--- config.mk ---
export PLATFORM = sky130hd
export DESIGN_NAME = psa_seq_ctrl
export DESIGN_NICKNAME = d
export VERILOG_FILES = /design/src/rtl/psa_pkg.sv /design/src/rtl/sat_add4.sv /design/src/rtl/psa_seq_ctrl.sv
export SDC_FILE = /design/constraint.sdc
export NUM_CORES = 1
export LEC_CHECK = 0
export ABC_AREA = 0
export CAP_MARGIN = 20
export CORE_MARGIN = 3
export CORE_UTILIZATION = 50
export CTS_CLUSTER_DIAMETER = 150
export DETAILED_ROUTE_END_ITERATION = 10
export PLACE_DENSITY = 0.77
export SLEW_MARGIN = 20
export SYNTH_ARGS = -nofsm -noshare
export SYNTH_HDL_FRONTEND = slang
export SYNTH_SLANG_ARGS = --single-unit
--- constraint.sdc ---
create_clock -name clk -period 9.2 [get_ports clk]
set_clock_uncertainty 0.1 [all_clocks]
set_input_delay 2.3 -clock clk [delete_from_list [all_inputs] [get_ports clk]]
set_output_delay 2.3 -clock clk [all_outputs]
set_load 0.005 [all_outputs]
--- src/rtl/psa_pkg.sv ---
// Shared constants and types for the sequenced partitioned saturating adder.
// Lane geometry, FSM state encoding and saturation limits live here.
package psa_pkg;

    localparam int LANE_W    = 4;
    localparam int NUM_LANES = 4;
    localparam int DATA_W    = LANE_W * NUM_LANES;

    localparam logic [1:0] LAST_LANE = 2'(NUM_LANES - 1);

    localparam logic [LANE_W-1:0] SAT_POS = 4'h7;
    localparam logic [LANE_W-1:0] SAT_NEG = 4'h8;

    typedef enum logic [1:0] {
        IDLE = 2'd0,
        CALC = 2'd1,
        DONE = 2'd2
    } state_e;

endpackage

--- src/rtl/sat_add4.sv ---
// Combinational signed 4-bit adder with saturation on overflow.
// Shared by all lanes; the controller feeds it one lane per cycle.
module sat_add4
    import psa_pkg::*;
(
    input  logic [LANE_W-1:0] a,
    input  logic [LANE_W-1:0] b,
    output logic [LANE_W-1:0] sum,
    output logic              ovfl
);

    logic [LANE_W-1:0] raw;

    // Raw add, overflow detect from sign bits, then clamp.
    always_comb begin
        raw  = a + b;
        ovfl = (a[LANE_W-1] == b[LANE_W-1]) &&
               (raw[LANE_W-1] != a[LANE_W-1]);
        if (ovfl) begin
            sum = raw[LANE_W-1] ? SAT_POS : SAT_NEG;
        end else begin
            sum = raw;
        end
    end

endmodule

--- src/rtl/psa_seq_ctrl.sv ---
// Sequenced partitioned saturating adder: one 4-bit lane per cycle.
// Optional PSA_SEQ_LANE_ERR_EN adds per-lane overflow output err_lanes.
module psa_seq_ctrl
    import psa_pkg::*;
(
    input  logic              clk,
    input  logic              rst_n,
    input  logic              req_valid,
    output logic              req_ready,
    input  logic [DATA_W-1:0] a,
    input  logic [DATA_W-1:0] b,
    output logic              rsp_valid,
    input  logic              rsp_ready,
    output logic [DATA_W-1:0] sum,
    output logic              error,
`ifdef PSA_SEQ_LANE_ERR_EN
    output logic [NUM_LANES-1:0] err_lanes,
`endif
    output logic              busy
);

    state_e            state_q, state_d;
    logic [1:0]        lane_idx_q, lane_idx_d;
    logic [DATA_W-1:0] a_q, a_d;
    logic [DATA_W-1:0] b_q, b_d;
    logic [DATA_W-1:0] sum_q, sum_d;
    logic              error_q, error_d;
    logic              req_ready_q, req_ready_d;
    logic              rsp_valid_q, rsp_valid_d;
    logic              busy_q, busy_d;
`ifdef PSA_SEQ_LANE_ERR_EN
    logic [NUM_LANES-1:0] err_lanes_q, err_lanes_d;
`endif

    logic [3:0]        lane_base;
    logic [LANE_W-1:0] lane_a;
    logic [LANE_W-1:0] lane_b;
    logic [LANE_W-1:0] lane_sum;
    logic              lane_ovfl;

    assign lane_base = {lane_idx_q, 2'b00};
    assign lane_a    = a_q[lane_base +: LANE_W];
    assign lane_b    = b_q[lane_base +: LANE_W];

    sat_add4 u_sat_add4 (
        .a    (lane_a),
        .b    (lane_b),
        .sum  (lane_sum),
        .ovfl (lane_ovfl)
    );

    // Next-state, lane sequencing and decoded handshake outputs.
    always_comb begin
        state_d    = state_q;
        lane_idx_d = lane_idx_q;
        a_d        = a_q;
        b_d        = b_q;
        sum_d      = sum_q;
        error_d    = error_q;
`ifdef PSA_SEQ_LANE_ERR_EN
        err_lanes_d = err_lanes_q;
`endif
        unique case (state_q)
            IDLE: begin
                if (req_valid) begin
                    a_d        = a;
                    b_d        = b;
                    sum_d      = '0;
                    error_d    = 1'b0;
                    lane_idx_d = 2'd0;
`ifdef PSA_SEQ_LANE_ERR_EN
                    err_lanes_d = '0;
`endif
                    state_d    = CALC;
                end
            end
            CALC: begin
                sum_d[lane_base +: LANE_W] = lane_sum;
                error_d    = error_q | lane_ovfl;
`ifdef PSA_SEQ_LANE_ERR_EN
                err_lanes_d[lane_idx_q] = lane_ovfl;
`endif
                lane_idx_d = lane_idx_q + 2'd1;
                if (lane_idx_q == LAST_LANE) begin
                    state_d = DONE;
                end
            end
            DONE: begin
                if (rsp_ready) begin
                    state_d = IDLE;
                end
            end
            default: begin
                state_d = IDLE;
            end
        endcase
        req_ready_d = (state_d == IDLE);
        rsp_valid_d = (state_d == DONE);
        busy_d      = (state_d != IDLE);
    end

    // All state and registered outputs, synchronous active-low reset.
    always_ff @(posedge clk) begin
        if (!rst_n) begin
            state_q     <= IDLE;
            lane_idx_q  <= 2'd0;
            a_q         <= '0;
            b_q         <= '0;
            sum_q       <= '0;
            error_q     <= 1'b0;
            req_ready_q <= 1'b1;
            rsp_valid_q <= 1'b0;
            busy_q      <= 1'b0;
`ifdef PSA_SEQ_LANE_ERR_EN
            err_lanes_q <= '0;
`endif
        end else begin
            state_q     <= state_d;
            lane_idx_q  <= lane_idx_d;
            a_q         <= a_d;
            b_q         <= b_d;
            sum_q       <= sum_d;
            error_q     <= error_d;
            req_ready_q <= req_ready_d;
            rsp_valid_q <= rsp_valid_d;
            busy_q      <= busy_d;
`ifdef PSA_SEQ_LANE_ERR_EN
            err_lanes_q <= err_lanes_d;
`endif
        end
    end

    assign req_ready = req_ready_q;
    assign rsp_valid = rsp_valid_q;
    assign busy      = busy_q;
    assign sum       = sum_q;
    assign error     = error_q;
`ifdef PSA_SEQ_LANE_ERR_EN
    assign err_lanes = err_lanes_q;
`endif

endmodule

==> results by group <==
Drt
  – DR iter-0 viols: between 100 and 150
  – First-pass DRT Iterations: 4
  – DR WL/cell: 14.5 um
  – Routed via count: 2262
  – DRC viols: 0
  – Detail Route Antenna Nets: 0
  – Total wire length: 5880 um
  – Via density: 5.59

Flow run
  – Max-Cap Viols: 0

Timing
  – Final Hold Vio Count: 0
  – Fmax: 238 MHz
  – Worst-Margin Slew: 888 ps
  – Setup TNS: 0 ps
  – Worst hold slack: 364 ps
  – Fin crit period: around 4200 ps
  – RSZ-0062 raised after global routing: false
  – Relative slew slack: about two fifths
  – Max Slew Vio Count: 0
  – Setup violators final: 0
  – Final Cycle Share: 45.6%

CTS
  – Clock Tree Root: clkbuf_8
  – Worst-path clk slew: 90 ps
  – Max clock buf depth: 2
  – Num CTS Buffers: 5
  – Clock latency on the worst-skew pair: 300 ps
  – Post_cts resized: 0
  – Hold_buf cts: 0
  – CTS tree: done
  – Depth of the CTS H-tree: 2
  – Sink Count: between 50 and 60
  – Post-CTS Setup Bufs: 0

Power
  – P per Cell Area: 140 nW/um^2
  – Internal power: roughly 0.00035 W
  – Comb power frac: ~18%
  – Leak pwr: 1.18 nW
  – Post-layout power: between 0.0004 and 0.0005 W
  – Switching share of power: 26.7%
  – Net Switching: 0.000127 W
  – Maximum vdd drop: 0.0715 mV
  – Sequential Power Share: 55.5%
  – Clk pwr share: 26.4%

Synth
  – Compound-gate portion of the synthesized area: 24.6%
  – Main flop type after synthesis: dfxtp_1
  – Combinational family with the most area after synthesis: compound AO/OA/AOI/OAI gates
  – Async S/R FF share, synth: 0%
  – Synth Area in Adders: 4.58%
  – Post-synth EDFFs: 0
  – Xor/xnor share of the synthesized area: less than 1%
  – Area contributors post-synth: dfxtp_1 (40%), a21boi_0 (10%), nand2_1 (9.3%)
  – Syn avg cell area: about 9.5 um^2
  – Syn. warnings: 0
  – Simple-Gate Fraction of Synth Area: 17.5%
  – Syn nets: between 300 and 400
  – Mapped Area: 2790 um^2
  – #FFs+latches synth: 56
  – Post-Syn Instances: 294
  – Cell variety after synth: 33
  – Register area share after synthesis: 40.2%
  – Synth area leader: dfxtp_1
  – Top cell type's share of synthesized area: 40.2%
  – Multiplexer share of the synthesized area: 7.90%

Cells and area
  – Layout Nets: 380
  – Ant. Diodes: 0
  – P&R area growth vs syn: 22.2%
  – Commonest non-fill, non-tap cell in the layout: nand2_1
  – Non-Filler Instances: 405
  – Commonest non-fill, non-tap cells in the layout: nand2_1 (69), dfxtp_1 (56), clkdlybuf4s50_1 (55), a21boi_0 (39), o211ai_1 (24)
  – Layout cell share with drive strength beyond 1: under 10%

Worst hold path
  – Hold Crit Class: reg2reg

Setup path
  – Critical Path Start Type: primary input
  – Worst Path Required: 9350 ps
  – CP max FO: 56
  – CP arrival: between 4000 and 5000 ps
  – Critical-path cell list: clkdlybuf4s50_1, buf_4, nand3b_1, or4b_1, nand3_1
  – Slowest cell delay on critical path: 600 ps
  – Critical path type: in2reg
  – Crit. End Element: flop
  – Slowest-stage cell, CP: or4b_1

Global routing
  – GRT overflow: 0
  – Vias in the first global route: 2182
  – GRT Total Usage: between 20% and 30%
  – Pin count of the biggest net entering global routing: 57
  – Antenna violations before repair: 0
  – First-pass GRT wire length: 10300 um

Placed design
  – Post-DP HPWL: 4030 um
  – PortBufs: 55
  – Inst Count DP: between 300 and 400
  – Placer congestion estimate: 0.856

Floorplan
  – Row cnt: 26
  – DIE AREA: 6510 um^2
  – Die H: a little over 80 um
  – Core Region: roughly 5200 um^2
  – Starting Density: 53.2%
  – # IOs: 56
  – Die X-Extent: 80.7 um

Outcome
  – Status: finished clean
==> area by class of cell <==
class	count	area, um^2
Timing Repair Buffer	57	566
Tap cell	70	87.6
Multi-Input combinational cell	209	1530
Fill cell	461	1830
Clock inverter	1	5.00
Sequential cell	56	1120
Inverter	6	22.5
Clock buffer	6	72.6
==> cell usage after synthesis, types with 2 or more instances <==
master,n
nor4bb_1,2
or4bb_1,2
a21boi_0,39
o21a_1,3
mux2i_1,4
dfxtp_1,56
nor3b_1,3
nand4b_1,2
fa_1,2
inv_1,6
a21o_1,2
nand3_1,6
nand2_1,69
a2111o_1,12
ha_1,7
nand3b_1,2
buf_6,4
or3b_2,3
nor2_1,2
or2_2,2
mux4_2,8
o211ai_1,24
nand2b_1,3
clkbuf_1,18
o21ai_0,5
==> critical path: cells and delay by family <==
family                 cells  cell delay (ps)
buffers and inverters      2              870
AND/OR/NAND/NOR            3             1170
==> cells by family (layout without fill, tap and decap cells) <==
kind of cell               count (synthesis)  after routing
muxes                                     12             12
AOI/OAI and AO/OA                         87             87
adders and majority gates                  9              9
DFF                                       56             56
xor gates and xnor gates                   1              1
buffers and inverters                     29             70
and+or+nand+nor                          100            100
==> per-stage QoR <==
stage                     setup slack [ps]  util, %  area (um^2)
after floorplan                       5660        -         2790
after global placement                4710     63.6         3330
after detailed placement              4700     63.6         3330
after CTS                             5010     65.1         3410
after global routing                  4860     65.1         3410
final                                 5000     65.1         3410
==> routing by layer <==
metal	part of all wire (%)	GRT usage (%)	wire length, um
met1	47	28.0	2740
met4	1.4	5.57	83
met2	46	31.9	2700
met3	6.1	4.15	358
met5	0	0	0
==> registers in the layout, indices dropped and copies added (netlist names) <==
name,flops
sum,16
busy,1
a_q,16
lane_idx_q,2
error,1
b_q,16
rsp_valid,1
req_ready,1
state_q,2
==> final timing paths <==
path                              startpoint             endpoint  slack [ps]  cells past startpoint
setup / recovery                       rst_n   error$_SDFFE_PN0P_        5000                      5
hold / removal           a_q[8]$_SDFFE_PN0P_  a_q[8]$_SDFFE_PN0P_         360                      2
setup reg to reg  lane_idx_q[0]$_SDFFE_PN0P_   error$_SDFFE_PN0P_        5740                      7
hold reg to reg          a_q[8]$_SDFFE_PN0P_  a_q[8]$_SDFFE_PN0P_         360                      2
==> power by group through the flow <==
stage	sequential (W)	clock, W	combinational [W]
after detailed placement	0.000270	0	0.0000859
after global placement	0.000270	0	0.0000854
final	0.000264	0.000126	0.0000859
after CTS	0.000264	0.000128	0.0000863
after floorplan	0.000264	0	0.0000603
after global routing	0.000266	0.000138	0.0000947
No activity file was read; power rests on OpenSTA's default activity.
